<file path="config.mk">
export PLATFORM = sky130hd
export DESIGN_NAME = movimenta_tiros_flat
export DESIGN_NICKNAME = d
export VERILOG_FILES = /design/src/rtl/movimenta_tiros_if.sv /design/src/rtl/movimenta_tiros.sv /design/src/flat_wrapper.sv
export SDC_FILE = /design/constraint.sdc
export NUM_CORES = 1
export LEC_CHECK = 0
export ABC_CLOCK_PERIOD_IN_PS = 6200
export BUFFER_PORTS_ARGS = -buffer_cell sky130_fd_sc_hd__buf_2
export CORE_MARGIN = 5
export CORE_UTILIZATION = 45
export CTS_CLUSTER_SIZE = 20
export DETAILED_ROUTE_END_ITERATION = 16
export PLACE_DENSITY = 0.63
export SETUP_SLACK_MARGIN = 0.4
export SKIP_CTS_REPAIR_TIMING = 1
export SYNTH_ARGS = -nofsm -noshare
export SYNTH_HDL_FRONTEND = slang
export SYNTH_SLANG_ARGS = --single-unit
export TNS_END_PERCENT = 50
</file>
<file path="constraint.sdc">
create_clock -name clock -period 6.2 [get_ports clock]
set_input_delay 0.31 -clock clock [delete_from_list [all_inputs] [get_ports clock]]
set_output_delay 0.31 -clock clock [all_outputs]
set_load 0.005 [all_outputs]
</file>
<file path="src/rtl/movimenta_tiros_if.sv">
// Bundles the shot-store control, spawn, read/clear and status signals.
// master = the control unit driving requests; slave = the shot store.
interface movimenta_tiros_if #(
  parameter int N_TIROS       = 4,
  parameter int LARGURA_COORD = 4
);
  localparam int W_IDX = $clog2(N_TIROS);

  logic                       iniciar_movimento;
  logic                       novo_tiro;
  logic [2*LARGURA_COORD-1:0] posicao_nave;
  logic [1:0]                 direcao_nave;
  logic [W_IDX-1:0]           endereco_leitura;
  logic                       apaga_tiro;
  logic [2*LARGURA_COORD-1:0] posicao_tiro;
  logic                       tiro_renderizado;
  logic [W_IDX:0]             tiros_ativos;
  logic                       fim_movimento;
  logic                       tiro_descartado;
  logic [3:0]                 db_estado;

  modport master (
    output iniciar_movimento, novo_tiro, posicao_nave, direcao_nave,
           endereco_leitura, apaga_tiro,
    input  posicao_tiro, tiro_renderizado, tiros_ativos, fim_movimento,
           tiro_descartado, db_estado
  );

  modport slave (
    input  iniciar_movimento, novo_tiro, posicao_nave, direcao_nave,
           endereco_leitura, apaga_tiro,
    output posicao_tiro, tiro_renderizado, tiros_ativos, fim_movimento,
           tiro_descartado, db_estado
  );
endinterface

</file>
<file path="src/rtl/movimenta_tiros.sv">
// Shot store: spawns shots at the ship, steps every live shot one cell per pass,
// retires shots leaving the field, and serves a combinational read/clear port.
module movimenta_tiros #(
  parameter int N_TIROS       = 4,
  parameter int LARGURA_COORD = 4
) (
  input  logic              clock,
  input  logic              reset,
  movimenta_tiros_if.slave  bus
);
  localparam int W_IDX = $clog2(N_TIROS);
  localparam int W_C   = LARGURA_COORD;
  localparam logic [W_C-1:0]   COORD_MAX = '1;
  localparam logic [W_IDX-1:0] IDX_LAST  = W_IDX'(N_TIROS - 1);

  localparam logic [3:0] INICIO     = 4'd0;
  localparam logic [3:0] ESPERA     = 4'd1;
  localparam logic [3:0] CARREGA    = 4'd2;
  localparam logic [3:0] PREPARA    = 4'd3;
  localparam logic [3:0] MOVE       = 4'd4;
  localparam logic [3:0] INCREMENTA = 4'd5;
  localparam logic [3:0] FIM        = 4'd6;

  logic [3:0]       state, state_next;
  logic [W_IDX-1:0] idx;

  logic [W_C-1:0]   pos_x [N_TIROS];
  logic [W_C-1:0]   pos_y [N_TIROS];
  logic [1:0]       dir   [N_TIROS];
  logic [N_TIROS-1:0] flag;

  logic [W_C-1:0]   nave_x, nave_y;
  logic [1:0]       nave_dir;

  logic             free_found;
  logic [W_IDX-1:0] free_idx;
  logic             at_edge;
  logic [W_C-1:0]   next_x, next_y;
  logic [W_IDX:0]   active_count;

  // Lowest-index free slot: scanning downward lets the lowest hit overwrite.
  // NOTE: every always_comb output gets a default first so no latch is inferred.
  always_comb begin
    free_found = 1'b0;
    free_idx   = '0;
    for (int i = N_TIROS - 1; i >= 0; i--) begin
      if (!flag[i]) begin
        free_found = 1'b1;
        free_idx   = W_IDX'(i);
      end
    end
  end

  // Edge test is done on the current coordinate, before any arithmetic.
  always_comb begin
    at_edge = 1'b0;
    next_x  = pos_x[idx];
    next_y  = pos_y[idx];
    case (dir[idx])
      2'b00: begin at_edge = (pos_y[idx] == '0);        next_y = pos_y[idx] - W_C'(1); end
      2'b01: begin at_edge = (pos_x[idx] == COORD_MAX); next_x = pos_x[idx] + W_C'(1); end
      2'b10: begin at_edge = (pos_y[idx] == COORD_MAX); next_y = pos_y[idx] + W_C'(1); end
      default: begin at_edge = (pos_x[idx] == '0);      next_x = pos_x[idx] - W_C'(1); end
    endcase
  end

  always_comb begin
    state_next = INICIO;
    case (state)
      INICIO:     state_next = ESPERA;
      ESPERA:     if (bus.novo_tiro)              state_next = CARREGA;
                  else if (bus.iniciar_movimento) state_next = PREPARA;
                  else                            state_next = ESPERA;
      CARREGA:    state_next = ESPERA;
      PREPARA:    state_next = MOVE;
      MOVE:       state_next = INCREMENTA;
      INCREMENTA: state_next = (idx == IDX_LAST) ? FIM : MOVE;
      FIM:        state_next = ESPERA;
      default:    state_next = INICIO;
    endcase
  end

  // NOTE: sequential state uses non-blocking assignments so every register
  // samples pre-edge values regardless of statement order.
  always_ff @(posedge clock or negedge reset) begin
    if (!reset) begin
      state <= INICIO;
      idx   <= '0;
    end else begin
      state <= state_next;
      if (state == PREPARA)                          idx <= '0;
      else if (state == INCREMENTA && idx != IDX_LAST) idx <= idx + W_IDX'(1);
    end
  end

  // Ship position/direction are captured on the ESPERA->CARREGA edge.
  always_ff @(posedge clock or negedge reset) begin
    if (!reset) begin
      nave_x   <= '0;
      nave_y   <= '0;
      nave_dir <= 2'b00;
    end else if (state == ESPERA && bus.novo_tiro) begin
      nave_x   <= bus.posicao_nave[2*W_C-1:W_C];
      nave_y   <= bus.posicao_nave[W_C-1:0];
      nave_dir <= bus.direcao_nave;
    end
  end

  // NOTE: the slot arrays are small register files that must come out of reset
  // empty, so they sit under the async reset rather than being left uninitialised.
  always_ff @(posedge clock or negedge reset) begin
    if (!reset) begin
      for (int i = 0; i < N_TIROS; i++) begin
        pos_x[i] <= '0;
        pos_y[i] <= '0;
        dir[i]   <= 2'b00;
      end
      flag <= '0;
    end else begin
      if (state == CARREGA && free_found) begin
        pos_x[free_idx] <= nave_x;
        pos_y[free_idx] <= nave_y;
        dir[free_idx]   <= nave_dir;
        flag[free_idx]  <= 1'b1;
      end
      if (state == MOVE && flag[idx]) begin
        if (at_edge) begin
          flag[idx] <= 1'b0;
        end else begin
          pos_x[idx] <= next_x;
          pos_y[idx] <= next_y;
        end
      end
      // NOTE: the clear is the last assignment to flag, so it overrides any
      // move or spawn write to the same slot on this edge.
      if (bus.apaga_tiro) flag[bus.endereco_leitura] <= 1'b0;
    end
  end

  always_comb begin
    active_count = '0;
    for (int i = 0; i < N_TIROS; i++)
      active_count = active_count + {{W_IDX{1'b0}}, flag[i]};
  end

  assign bus.posicao_tiro     = {pos_x[bus.endereco_leitura], pos_y[bus.endereco_leitura]};
  assign bus.tiro_renderizado = flag[bus.endereco_leitura];
  assign bus.tiros_ativos     = active_count;
  assign bus.fim_movimento    = (state == FIM);
  assign bus.tiro_descartado  = (state == CARREGA) && !free_found;
  assign bus.db_estado        = state;
endmodule

</file>
<file path="src/flat_wrapper.sv">
// flat-port wrapper written by rule: the top's interface ports become plain ports
module movimenta_tiros_flat 
#(
  parameter int N_TIROS       = 4,
  parameter int LARGURA_COORD = 4
)
  (clock, reset, bus_iniciar_movimento, bus_novo_tiro, bus_posicao_nave, bus_direcao_nave, bus_endereco_leitura, bus_apaga_tiro, bus_posicao_tiro, bus_tiro_renderizado, bus_tiros_ativos, bus_fim_movimento, bus_tiro_descartado, bus_db_estado);
  movimenta_tiros_if #(.N_TIROS(N_TIROS), .LARGURA_COORD(LARGURA_COORD)) bus_i ();
  input  logic clock;
  input  logic reset;
  input wire logic [$bits(bus_i.iniciar_movimento)-1:0] bus_iniciar_movimento;
  input wire logic [$bits(bus_i.novo_tiro)-1:0] bus_novo_tiro;
  input wire logic [$bits(bus_i.posicao_nave)-1:0] bus_posicao_nave;
  input wire logic [$bits(bus_i.direcao_nave)-1:0] bus_direcao_nave;
  input wire logic [$bits(bus_i.endereco_leitura)-1:0] bus_endereco_leitura;
  input wire logic [$bits(bus_i.apaga_tiro)-1:0] bus_apaga_tiro;
  output wire logic [$bits(bus_i.posicao_tiro)-1:0] bus_posicao_tiro;
  output wire logic [$bits(bus_i.tiro_renderizado)-1:0] bus_tiro_renderizado;
  output wire logic [$bits(bus_i.tiros_ativos)-1:0] bus_tiros_ativos;
  output wire logic [$bits(bus_i.fim_movimento)-1:0] bus_fim_movimento;
  output wire logic [$bits(bus_i.tiro_descartado)-1:0] bus_tiro_descartado;
  output wire logic [$bits(bus_i.db_estado)-1:0] bus_db_estado;
  assign bus_i.iniciar_movimento = bus_iniciar_movimento;
  assign bus_i.novo_tiro = bus_novo_tiro;
  assign bus_i.posicao_nave = bus_posicao_nave;
  assign bus_i.direcao_nave = bus_direcao_nave;
  assign bus_i.endereco_leitura = bus_endereco_leitura;
  assign bus_i.apaga_tiro = bus_apaga_tiro;
  assign bus_posicao_tiro = bus_i.posicao_tiro;
  assign bus_tiro_renderizado = bus_i.tiro_renderizado;
  assign bus_tiros_ativos = bus_i.tiros_ativos;
  assign bus_fim_movimento = bus_i.fim_movimento;
  assign bus_tiro_descartado = bus_i.tiro_descartado;
  assign bus_db_estado = bus_i.db_estado;
  movimenta_tiros #(.N_TIROS(N_TIROS), .LARGURA_COORD(LARGURA_COORD)) u_core (.clock(clock), .reset(reset), .bus(bus_i));
endmodule
</file>
==> results.txt, run 1 <==
- Summing all flip-flop and latch instances after layout gives 1480 µm².
- DRC marker count from the first detailed-route iteration: 117
- Time the worst path needs with I/O delays and setup: 3.53 ns
- Summed over all layers, the global routing overflow is 0.
- In this run, synthesis produced a sequential element count of 59.
- Counting every net in the synthesized netlist gives 336.
- Clock-pin slew was measured on the worst setup and hold paths at 0.06 ns.
- CTS H-Tree Depth: 3
- Synthesis handed over a netlist of 303 instances.
* Worst path max stage delay: 0.91 ns
- Wire length of the first global-routing pass: 14300 µm
- The flow ran to the end, and the final reports show no timing, DRC or antenna violations.
* Post-DP HPWL: 5740 µm
- From synthesis to final layout, the design area changed by 10.3%.
- Count of cell types in the netlist: 50
- The clock net in this run drives a total of 59 sinks.
- Entering global routing, the biggest net connects 60 pins.
* Depth of the critical timing path with buffers and inverters included: 9
* GRT Overall Usage: 0.181
- Timing analysis after detailed placement gives a worst setup slack of 2.63 ns.
- Worst Max-Slew Pin Slew: 0.880 ns
- DRC Markers: 0
* TNS Setup: 0 ns
- For the worst setup path, the data arrival time is 3.72 ns.
- Fill cells: 736
* Average wire per standard cell: 19.2 µm
- The critical path starts at u_core.idx[0].
- Fraction of post-synthesis cell area in the top cell type by area: 0.384
* Combined buffer and inverter count along the critical path: 1
* Min-Delay Path Class: input pin to asynchronous set/reset pin
- Setup repair after global routing left no endpoint under its margin.
- For the worst flop-to-flop path, the logic depth is 9.
- From left edge to right edge, the die measures 102 µm.
- The worst setup path is of the flip-flop to flip-flop kind.
* Predominant post-synthesis flop cell: sky130_fd_sc_hd__dfrtp_1
- Number of optimization iterations in the first detailed-route pass: 4
- Number of violations of the max-capacitance limit: 0
- For this run, the number of standard cells in the final layout without fillers is 446.
* Final WL: 8580 µm
- In this run the register-to-register setup slack is 2.67 ns.
- Summing all multi-input logic gate instances after layout gives 2210 µm².
* EDFF count, synth: 0
* Vias: 2600
- In the routed layout, each cell is associated on average with a via count of 5.83.
* Placeable core region: 8260 µm²
* Netlist area before placement: 3850 µm²
- Of the available clock period, the critical path in the final layout requires 0.569.
* Routed Antenna Nets: 0
- For this run, the post-layout net count is 370.
- Cell type with the highest aggregate area in the netlist: sky130_fd_sc_hd__dfrtp_1
* Final Wtd Congestion: 0.851
* Post-route standard cell area excluding fillers: 4240 µm²
- The worst setup path is captured at a flip-flop.
- Die H: 102 µm
- The kind of cell with the highest combined delay along the critical path is flip-flops.
* Final Max Tran Viols: 0
* Share of layout cells above drive strength 1: 0.302
- The number of global-route vias before repair was 2676.
- Largest driver fanout on the critical path: 19
- Initial standard-cell utilization of the core: 0.466
* Total leakage power: 1.83 nW
- Antenna fix cells: 0
- Source of the worst register-to-register timing path: u_core.idx[0]
- # IOs: 35
- Across the VDD grid, the largest voltage drop is 0.210 mV.
- The slowest stage of the critical path belongs to the cell sky130_fd_sc_hd__dfrtp_1.
- Walking the worst path, the cells encountered are mux4_2 -> inv_1 -> ha_1 -> or2b_2 -> o22ai_1 -> nand4_2 -> a21oi_4 -> nor3_4 -> mux2i_1.
- Fraction of the yosys area taken by sequential cells: 0.384
* Critical Path Source Type: flip-flop
- Measured against its own limit, the worst slew margin works out to 0.414.
- In this run the power density over the cells is 540 nW/µm².
* Total of warnings raised by yosys: 0
- Average cell area after synthesis: 12.7 µm²
- TritonCTS clock tree: yes
- Critical register-to-register path endpoint: u_core.pos_x[2]
- By area the synthesized netlist is led by sky130_fd_sc_hd__dfrtp_1, sky130_fd_sc_hd__mux2i_1, sky130_fd_sc_hd__mux4_2.
* Required time at the worst-slack endpoint: 6.39 ns
- Buffers from clock root to sink, at most: 2
- For this run, the share of the core covered by cells in the final layout is 0.514.
- The total count of hold-check failures in the final report was 0.
- Clock insertion delay at the later pin of the skew report: 0.34 ns
- Between clock sinks in the finished design, the worst skew comes to 0.00489 ns.
- Following the worst setup path forward leads to its endpoint at u_core.pos_x[2].
- Buffers inserted during clock tree synthesis total 9.
- Root buffer selected by CTS: sky130_fd_sc_hd__clkbuf_8
- For this run, asynchronously set or reset flops after synthesis account for 1.00.
- The initial antenna violation count was 0.
* Number of endpoints failing setup at the final stage: 0
- Counting tap cells, the placed design contains a total of 431 instances.
- Overall die area: 10500 µm²
* Final critical-path setup slack: 2.67 ns
* PortBufs: 33
- Instance area after placement: 4050 µm²
- After floorplanning, the core was divided into 33 placement rows.
* Max Clk Rate: 284 MHz
-- per-stage QoR --
step                      power [mW]  hold WS (ns)
after global placement          1.92         0.483
after CTS                       2.30         0.153
final                           2.29         0.115
after global routing            2.49         0.169
after detailed placement        1.95         0.490
after floorplan                 1.67        0.0144
-- report_power, final --
part,total [mW],switching [mW],internal [mW]
registers,0.755,0.210,0.544
logic,1.18,0.626,0.559
clock network,0.354,0.149,0.205
-- cell usage in the layout (no fill, tap or decap), drive strengths merged, types with 2 or more instances in the layout --
| master | count |
|---|---|
| a21oi | 4 |
| a31oi | 4 |
| and3 | 4 |
| buf | 36 |
| clkbuf | 13 |
| dfrtp | 59 |
| ha | 15 |
| inv | 12 |
| mux2 | 18 |
| mux2i | 71 |
| mux4 | 19 |
| nand2 | 18 |
| nand3 | 4 |
| nor2 | 8 |
| nor3 | 10 |
| nor3b | 2 |
| o211ai | 2 |
| o21ai | 10 |
| o22ai | 2 |
| or2 | 2 |
| or2b | 2 |
| xnor2 | 5 |
| xor2 | 3 |
-- cells by family after synthesis --
family                     after synthesis  share of synthesized area
DFF                                     59                      0.384
AOI/OAI and AO/OA                       31                     0.0579
adders and majority gates               16                     0.0540
and+or+nand+nor                         55                     0.0904
xor gates and xnor gates                 8                     0.0182
other                                    1                   0.000975
buffers and inverters                   25                     0.0429
muxes                                  108                      0.352
-- cells in the mapped netlist (2+ instances only) --
cell type                   n
sky130_fd_sc_hd__ha_1      15
sky130_fd_sc_hd__nand3_1    4
sky130_fd_sc_hd__a31oi_1    4
sky130_fd_sc_hd__or2b_2     2
sky130_fd_sc_hd__nor2_2     3
sky130_fd_sc_hd__nand2_1   17
sky130_fd_sc_hd__nor2_1     5
sky130_fd_sc_hd__mux4_1     3
sky130_fd_sc_hd__buf_6      2
sky130_fd_sc_hd__mux2_2    18
sky130_fd_sc_hd__clkbuf_1   4
sky130_fd_sc_hd__dfrtp_1   59
sky130_fd_sc_hd__o22ai_1    2
sky130_fd_sc_hd__xor2_1     3
sky130_fd_sc_hd__nor3_1     5
sky130_fd_sc_hd__mux4_2    16
sky130_fd_sc_hd__clkbuf_8   2
sky130_fd_sc_hd__or2_2      2
sky130_fd_sc_hd__buf_8      2
sky130_fd_sc_hd__buf_4      2
sky130_fd_sc_hd__nor3_4     4
sky130_fd_sc_hd__o21ai_0   10
sky130_fd_sc_hd__nor3b_1    2
sky130_fd_sc_hd__mux2i_1   71
sky130_fd_sc_hd__a21oi_1    3
sky130_fd_sc_hd__and3_1     4
sky130_fd_sc_hd__xnor2_1    5
sky130_fd_sc_hd__inv_1     12
-- registers in the layout, summed over array words and instances, names as in the netlist, 3 cells and up --
name / flops
u_core.pos_x: 16
u_core.pos_y: 16
u_core.dir: 8
u_core.flag: 4
u_core.nave_x: 4
u_core.nave_y: 4
u_core.bus.db_estado: 3
-- layout make-up --
class	count	area share
Clock inverter	2	0.00825
Tap cell	105	0.0310
Sequential cell	59	0.348
Clock buffer	13	0.0374
Timing Repair Buffer	36	0.0442
Inverter	12	0.0106
Multi-Input combinational cell	219	0.521
-- metal layers --
metal  global-route usage  part of all wire
met3               0.0430             0.048
met1                0.257              0.48
met2                0.272              0.46
met5                    0                 0
met4               0.0636             0.018
-- worst min-delay path by stage --
stage / cells after the start / end / slack (ns) / from
6_report: 2 / u_core.nave_dir[1] / 0.12 / reset
5_1_grt: 2 / u_core.bus.db_estado[0] / 0.17 / bus_novo_tiro
3_5_place_dp: 1 / u_core.dir[2] / 0.49 / u_core.dir[2]
2_1_floorplan: 0 / u_core.bus.db_estado[0] / 0.01 / reset
3_3_place_gp: 1 / u_core.dir[5] / 0.48 / u_core.dir[5]
4_1_cts: 2 / u_core.nave_y[3] / 0.15 / reset
Power figures use the tool's default switching activity.
==> run 2: changes to the inputs <==
--- a/config.mk
+++ b/config.mk
@@ -5,13 +5,13 @@
 export SDC_FILE = /design/constraint.sdc
 export NUM_CORES = 1
 export LEC_CHECK = 0
-export ABC_CLOCK_PERIOD_IN_PS = 6200
+export ABC_CLOCK_PERIOD_IN_PS = 3110
 export BUFFER_PORTS_ARGS = -buffer_cell sky130_fd_sc_hd__buf_2
 export CORE_MARGIN = 5
 export CORE_UTILIZATION = 45
 export CTS_CLUSTER_SIZE = 20
 export DETAILED_ROUTE_END_ITERATION = 16
-export PLACE_DENSITY = 0.63
+export PLACE_DENSITY = 0.66
 export SETUP_SLACK_MARGIN = 0.4
 export SKIP_CTS_REPAIR_TIMING = 1
 export SYNTH_ARGS = -nofsm -noshare
==> constraint.sdc (replaced) <==
create_clock -name clock -period 3.11 [get_ports clock]
set_input_delay 0.1555 -clock clock [delete_from_list [all_inputs] [get_ports clock]]
set_output_delay 0.1555 -clock clock [all_outputs]
set_load 0.005 [all_outputs]
==> run 2 against run 1 <==
Net effect: non-clock buffer count up 19; design area rose by 7.5%; maximum frequency up 32%; sequential cell count stayed put; largest cell class unchanged; critical path depth up 2.
==> results.txt, run 2 (synthesis gave the netlist of run 1 again) <==
- Outcome: finished clean (unchanged).
- Routed Antenna Nets: 0 (unchanged)
- The floorplan die height is 102 µm (unchanged).
* Switching share of total power: 0.412 (was 0.430)
- Routed vias/inst: 5.69 (was 5.83)
- Slew headroom: 0.480 (was 0.414)
* TritonCTS Sinks: 59 (unchanged)
- The TritonCTS clock tree was yes (unchanged).
- The switching power came to 2.09 mW (was 0.985 mW).
* Leading cell type in the layout, fill and taps excluded: sky130_fd_sc_hd__mux2i_1 (unchanged)
- The final max-slew violation count was 0 (unchanged).
- Total leakage power: 1.97 nW (was 1.83 nW)
* Crit path kind: flip-flop to flip-flop (unchanged)
- Highest-count cells in the layout ignoring fill and taps: sky130_fd_sc_hd__mux2i_1, sky130_fd_sc_hd__dfrtp_1, sky130_fd_sc_hd__buf_2 (unchanged).
* Cell-internal power: 2.99 mW (was 1.31 mW)
- The total track usage was 0.182 (was 0.181).
- # IOs: 35 (unchanged)
- The post-detailed-route wirelength per cell is 19.3 µm (was 19.2 µm).
- Post-DP HPWL: 6310 µm (was 5740 µm)
* Crit path capture type: flip-flop (unchanged)
- Maximum vdd ir drop: 0.513 mV (was 0.210 mV)
* TNS Setup: 0 ns (unchanged)
- The wire length of the first global-routing pass is 14400 µm (was 14300 µm).
- Clock buffers created by TritonCTS: 9 (unchanged)
- The fraction of final layout cells sized beyond drive strength 1 came to 0.374 (was 0.302).
* Crit path arrival time: 2.87 ns (was 3.72 ns)
- The largest net degree at the start of global routing is 35 (was 60).
* Initial standard-cell utilization of the core: 0.466 (unchanged)
- The combinational share of power came to 0.536 (was 0.517).
- The number of inserted diodes was 0 (unchanged).
- The buffer cell driving the clock tree root is sky130_fd_sc_hd__clkbuf_8 (unchanged).
* Clock Pin Slew Worst Setup and Hold Paths: 0.07 ns (was 0.06 ns)
* RSZ-0062 raised after global routing: true (was false)
- Placement Rows: 33 (unchanged)
- CTS H-Tree Depth: 3 (unchanged)
- The final clock skew was 0.0107 ns (was 0.00489 ns).
* PortBufs: 33 (unchanged)
- Overall die area: 10500 µm² (unchanged)
- Final critical-path share of the clock period: 0.861 (was 0.569)
- The chip width came to 102 µm (unchanged).
* Layout overhead on the synthesized area: 18.6% (was 10.3%)
- Vias: 2652 (was 2600)
- Placeable core region: 8260 µm² (unchanged)
- Worst Max-Slew Pin Slew: 0.779 ns (was 0.880 ns)
- Min-Delay Path Class: input pin to flip-flop (was input pin to asynchronous set/reset pin)
* Max Clk Rate: 373 MHz (was 284 MHz)
* Relative contribution of sequential cells to total power: 0.286 (was 0.329)
* Number of failing hold endpoints at the final stage: 0 (unchanged)
- Antenna violations before repair: 0 (unchanged)
- The number of max-cap violations is 0 (unchanged).
* Registers with the most flip-flops: u_core.pos_x (16), u_core.pos_y (16), u_core.dir (8) (unchanged)
* Part of the power in the clock network: 0.179 (was 0.154)
- The number of detailed-routing iterations run before antenna repair was 5 (was 4).
- Pwr dens: 1110 nW/µm² (was 540 nW/µm²)
- The remaining global-route overflow was 0 (unchanged).
- The minimum period implied by the final worst setup slack is 2.68 ns (was 3.53 ns).
* Critical Path Source Type: flip-flop (unchanged)
* Largest driver fanout on the critical path: 8 (was 19)
- Buffers from clock root to sink, at most: 2 (unchanged)
- Via count of the first global-routing pass: 2716 (was 2676)
* DRC Markers: 0 (unchanged)
- The non-filler instance count after layout is 466 (was 446).
- Final Wtd Congestion: 0.855 (was 0.851)
* DRC marker count from the first detailed-route iteration: 108 (was 117)
- The required time of the critical path came to 3.31 ns (was 6.39 ns).
* Final WL: 9000 µm (was 8580 µm)
* Instance count after placement with tap cells included: 440 (was 431)
* Number of endpoints failing setup at the final stage: 0 (unchanged)
- Clock insertion delay at the later pin of the skew report: 0.34 ns (about the same)
- The final net count is 389 (was 370).
run 2: worst paths after layout:
| check | slack [ns] | startpoint | cells after the start | endpoint |
|---|---|---|---|---|
| setup / recovery | 0.43 | u_core.idx[0] | 11 | u_core.pos_y[7] |
| hold / removal | 0.007 | bus_novo_tiro | 2 | u_core.bus.db_estado[0] |
| setup reg to reg | 0.43 | u_core.idx[0] | 11 | u_core.pos_y[7] |
| hold reg to reg | 0.50 | u_core.dir[0] | 1 | u_core.dir[0] |
| max in group asynchronous | 1.92 | reset | 3 | u_core.idx[1] |
| min in group asynchronous | 0.43 | reset | 2 | u_core.dir[5] |
run 2: area by class of cell:
cell class / count / area, µm²
clock inverter: 4 / 95.1
clock buffer: 12 / 165
fill: 710 / 3690
tap: 105 / 131
inverter: 12 / 45.0
multi-input combinational: 219 / 2280
sequential: 59 / 1480
timing repair buffer: 55 / 370
run 2: power by group through the flow:
stage | logic [mW] | registers, mW | clock network, mW
6_report | 2.72 | 1.45 | 0.907
5_1_grt | 3.01 | 1.50 | 0.966
4_1_cts | 2.56 | 1.44 | 0.924
3_5_place_dp | 2.52 | 1.45 | 0
3_3_place_gp | 2.47 | 1.44 | 0
2_1_floorplan | 2.09 | 1.29 | 0
run 2: worst max-delay path: stages (launching register included):
cell,delay [ns]
sky130_fd_sc_hd__dfrtp_2,0.41
sky130_fd_sc_hd__mux4_2,0.55
sky130_fd_sc_hd__inv_2,0.11
sky130_fd_sc_hd__ha_4,0.17
sky130_fd_sc_hd__or2b_4,0.27
sky130_fd_sc_hd__o22ai_2,0.14
sky130_fd_sc_hd__nand4_2,0.13
sky130_fd_sc_hd__a21oi_4,0.19
sky130_fd_sc_hd__buf_12,0.15
sky130_fd_sc_hd__nor3_4,0.04
sky130_fd_sc_hd__buf_4,0.19
sky130_fd_sc_hd__mux2i_2,0.17
run 2: through the flow:
step | power (mW) | setup WS, ns | cell area, µm² | utilization | hold WS, ns
final | 5.08 | 0.433 | 4560 | 0.553 | 0.00708
after detailed placement | 3.98 | 0.331 | 4150 | 0.503 | 0.279
after global placement | 3.91 | 0.432 | 4150 | 0.503 | 0.273
after global routing | 5.47 | 0.336 | 4560 | 0.553 | 0.000630
after floorplan | 3.38 | 0.378 | 3880 | - | -0.140
after CTS | 4.92 | 0.267 | 4410 | 0.535 | -0.0879
run 2: per-layer routing:
layer,routed length (µm),track usage
met1,4150,0.252
met4,302,0.0797
met2,4260,0.278
met5,0,0
met3,294,0.0341
==> run 3: changes to the inputs <==
--- a/config.mk
+++ b/config.mk
@@ -8,10 +8,10 @@
 export ABC_CLOCK_PERIOD_IN_PS = 3110
 export BUFFER_PORTS_ARGS = -buffer_cell sky130_fd_sc_hd__buf_2
 export CORE_MARGIN = 5
-export CORE_UTILIZATION = 45
+export CORE_UTILIZATION = 54
 export CTS_CLUSTER_SIZE = 20
 export DETAILED_ROUTE_END_ITERATION = 16
-export PLACE_DENSITY = 0.66
+export PLACE_DENSITY = 0.76
 export SETUP_SLACK_MARGIN = 0.4
 export SKIP_CTS_REPAIR_TIMING = 1
 export SYNTH_ARGS = -nofsm -noshare
==> run 3 against run 2 <==
Net effect: sequential share of layout area up 0.73 points; the flow now finishes with violations (negative hold slack); register-to-register slack better by 0.03 ns; sequential power about the same; combinational power about the same; critical path depth down 1; critical path type unchanged; total power down 3.9%; first-iteration DRC count up 67%; largest power group unchanged.
==> results.txt, run 3 (synthesis gave the netlist of run 1 again) <==
- Outcome: complete, but fails checks (was finished clean).
* Crit path kind: flip-flop to flip-flop (unchanged)
- Clock insertion delay at the later pin of the skew report: 0.34 ns (about the same)
- TritonCTS clock tree: yes (unchanged)
* Highest-count cells in the layout ignoring fill and taps: sky130_fd_sc_hd__mux2i_1, sky130_fd_sc_hd__dfrtp_1, sky130_fd_sc_hd__buf_2 (unchanged)
- Pwr dens: 1090 nW/µm² (was 1110 nW/µm²)
- The largest net degree at the start of global routing was 46 (was 35).
- Clock buffers created by TritonCTS: 9 (unchanged)
- The commonest non-fill, non-tap cell in the layout was sky130_fd_sc_hd__mux2i_1 (unchanged).
- Worst Max-Slew Pin Slew: 1.02 ns (was 0.779 ns)
* Routed Antenna Nets: 0 (unchanged)
- The total core area came to 6870 µm² (was 8260 µm²).
* Final WL: 8910 µm (was 9000 µm)
- Max Clk Rate: 378 MHz (was 373 MHz)
- Cell-internal power: 2.82 mW (was 2.99 mW)
* Violations in the final reports: negative hold slack
- Part of the power in the clock network: 0.148 (was 0.179)
* TritonCTS Sinks: 59 (unchanged)
* Critical Path Source Type: flip-flop (unchanged)
- Register-to-Register Setup Slack: 0.46 ns (was 0.43 ns)
* Clock Pin Slew Worst Setup and Hold Paths: 0.06 ns (was 0.07 ns)
- The final net count was 388 (was 389).
- The terminus of the critical flop-to-flop path is u_core.pos_x[15] (was u_core.pos_y[7]).
* Min-Delay Path Class: input pin to asynchronous set/reset pin (was input pin to flip-flop)
* Antenna violations before repair: 0 (unchanged)
- The final clock skew came to 0.00945 ns (was 0.0107 ns).
* Psw: 2.05 mW (was 2.09 mW)
- The total via count after detailed routing is 2699 (was 2652).
- Crit path arrival time: 2.87 ns (about the same)
* Total congestion overflow after global routing: 0 (unchanged)
- The fraction of final layout cells sized beyond drive strength 1 was 0.360 (was 0.374).
- The minimum period implied by the final worst setup slack is 2.65 ns (was 2.68 ns).
- Largest delay share family, worst path: multiplexers (unchanged)
* Die H: 94.4 µm (was 102 µm)
* Slew headroom: 0.323 (was 0.480)
- DRC Markers: 0 (unchanged)
* Fill cells: 530 (was 710)
- Relative contribution of sequential cells to total power: 0.295 (was 0.286)
- Source of the worst register-to-register timing path: u_core.idx[0] (unchanged)
- The post-detailed-route wirelength per cell was 19.6 µm (was 19.3 µm).
- The number of max-cap violations was 0 (unchanged).
- Number of endpoints failing setup at the final stage: 0 (unchanged)
- The total buffers and inverters traversed by the critical path is 3 (unchanged).
- Cell seen most often among critical-path stages: sky130_fd_sc_hd__inv_1
- The capturing element type of the critical path is a flip-flop (unchanged).
* Buffers from clock root to sink, at most: 2 (unchanged)
- Root buffer selected by CTS: sky130_fd_sc_hd__clkbuf_8 (unchanged)
* Largest driver fanout on the critical path: 5 (was 8)
- Routed vias/inst: 5.94 (was 5.69)
- Final critical-path share of the clock period: 0.851 (was 0.861)
- The worst vdd rail ir drop came to 0.453 mV (was 0.513 mV).
- Series of cell instances along the critical path: mux4_2 -> inv_1 -> ha_4 -> inv_1 -> ha_1 -> nor3b_1 -> a311oi_1 -> xnor2_1 -> buf_4 -> mux2i_1 (was mux4_2 -> inv_2 -> ha_4 -> or2b_4 -> o22ai_2 -> nand4_2 -> a21oi_4 -> buf_12 -> nor3_4 -> buf_4 -> mux2i_2).
* Layout overhead on the synthesized area: 16.0% (was 18.6%)
- CTS H-Tree Depth: 3 (unchanged)
- The initial core utilization was 0.560 (was 0.466).
- The global placer's final weighted congestion was 0.827 (was 0.855).
- The wire length of the first global-routing pass came to 14300 µm (was 14400 µm).
- Switching share of total power: 0.421 (was 0.412)
- Post-DP HPWL: 5940 µm (was 6310 µm)
* DRC marker count from the first detailed-route iteration: 180 (was 108)
- TNS Setup: 0 ns (unchanged)
* GRT Overall Usage: 0.212 (was 0.182)
* Final Max Tran Viols: 0 (unchanged)
- The number of placement rows was 30 (was 33).
- PortBufs: 33 (unchanged)
- Overall die width: 94.4 µm (was 102 µm)
- The depth of the worst register-to-register path is 10 (was 11).
- The required time of the critical path came to 3.33 ns (was 3.31 ns).
- The floorplan die area was 8910 µm² (was 10500 µm²).
* Worst path max stage delay: 0.53 ns (was 0.55 ns)
* Number of optimization iterations in the first detailed-route pass: 4 (was 5)
- The slowest cell on the critical path was sky130_fd_sc_hd__mux4_2 (unchanged).
* Combinational power share: 0.557 (was 0.536)
- Number of failing hold endpoints at the final stage: 23 (was 0)
* Antenna fix cells: 0 (unchanged)
- Final core utilization: 0.650 (was 0.553)
- The worst hold slack across all endpoints came to -0.00524 ns (was 0.00708 ns).
- Total leakage power: 1.93 nW (was 1.97 nW)
- Registers with the most flip-flops: u_core.pos_x (16), u_core.pos_y (16), u_core.dir (8) (unchanged).
* # IOs: 35 (unchanged)
* Via count of the first global-routing pass: 2766 (was 2716)
- RSZ-0062 raised after global routing: false (was true)
[run 3: worst max path at each step]
stage,start,to,slack (ns),cells past startpoint
6_report,u_core.idx[0],u_core.pos_x[15],0.46,10
3_3_place_gp,u_core.idx[0],u_core.pos_x[11],0.48,7
2_1_floorplan,u_core.idx[0],u_core.flag[0],0.38,12
3_5_place_dp,u_core.idx[0],u_core.pos_x[3],0.31,7
4_1_cts,u_core.idx[0],u_core.pos_x[3],0.30,7
5_1_grt,u_core.idx[0],u_core.pos_x[9],0.39,11
[run 3: per-stage QoR]
step	setup slack (ns)	hold WS [ns]	std cells	power [mW]	area, µm²
after detailed placement	0.307	0.359	427	3.98	4100
after global placement	0.477	0.356	427	3.88	4100
after CTS	0.298	0.00597	441	4.71	4300
final	0.462	-0.00524	454	4.88	4460
after floorplan	0.378	-0.140	303	3.38	3880
after global routing	0.395	0.0250	454	5.23	4460
[run 3: area by class of cell]
cell class                      count  area, µm²  share of cell area
Clock inverter                      2       35.0             0.00785
Timing Repair Buffer               54        377              0.0844
Inverter                           12       45.0              0.0101
Tap cell                           96        120              0.0269
Clock buffer                       12        165              0.0370
Multi-Input combinational cell    219       2240               0.502
Sequential cell                    59       1480               0.331
[run 3: worst register-to-register path, stage by stage (launching register included)]
cell	delay (ns)
sky130_fd_sc_hd__dfrtp_2	0.40
sky130_fd_sc_hd__mux4_2	0.53
sky130_fd_sc_hd__inv_1	0.13
sky130_fd_sc_hd__ha_4	0.17
sky130_fd_sc_hd__inv_1	0.06
sky130_fd_sc_hd__ha_1	0.31
sky130_fd_sc_hd__nor3b_1	0.17
sky130_fd_sc_hd__a311oi_1	0.36
sky130_fd_sc_hd__xnor2_1	0.16
sky130_fd_sc_hd__buf_4	0.15
sky130_fd_sc_hd__mux2i_1	0.07
[run 3: power groups by stage]
stage | Sequential [mW] | Combinational, mW | Clock, mW
3_5_place_dp | 1.44 | 2.54 | 0
4_1_cts | 1.42 | 2.55 | 0.731
6_report | 1.44 | 2.72 | 0.722
5_1_grt | 1.49 | 2.97 | 0.765
3_3_place_gp | 1.43 | 2.46 | 0
2_1_floorplan | 1.29 | 2.09 | 0
[run 3: per-layer routing]
layer	GRT usage	routed length [µm]	vias to the layer above
met2	0.341	4410	85
met4	0.0987	234	0
li1	-	-	1237
met3	0.0367	439	22
met5	0	0	-
met1	0.280	3830	1355
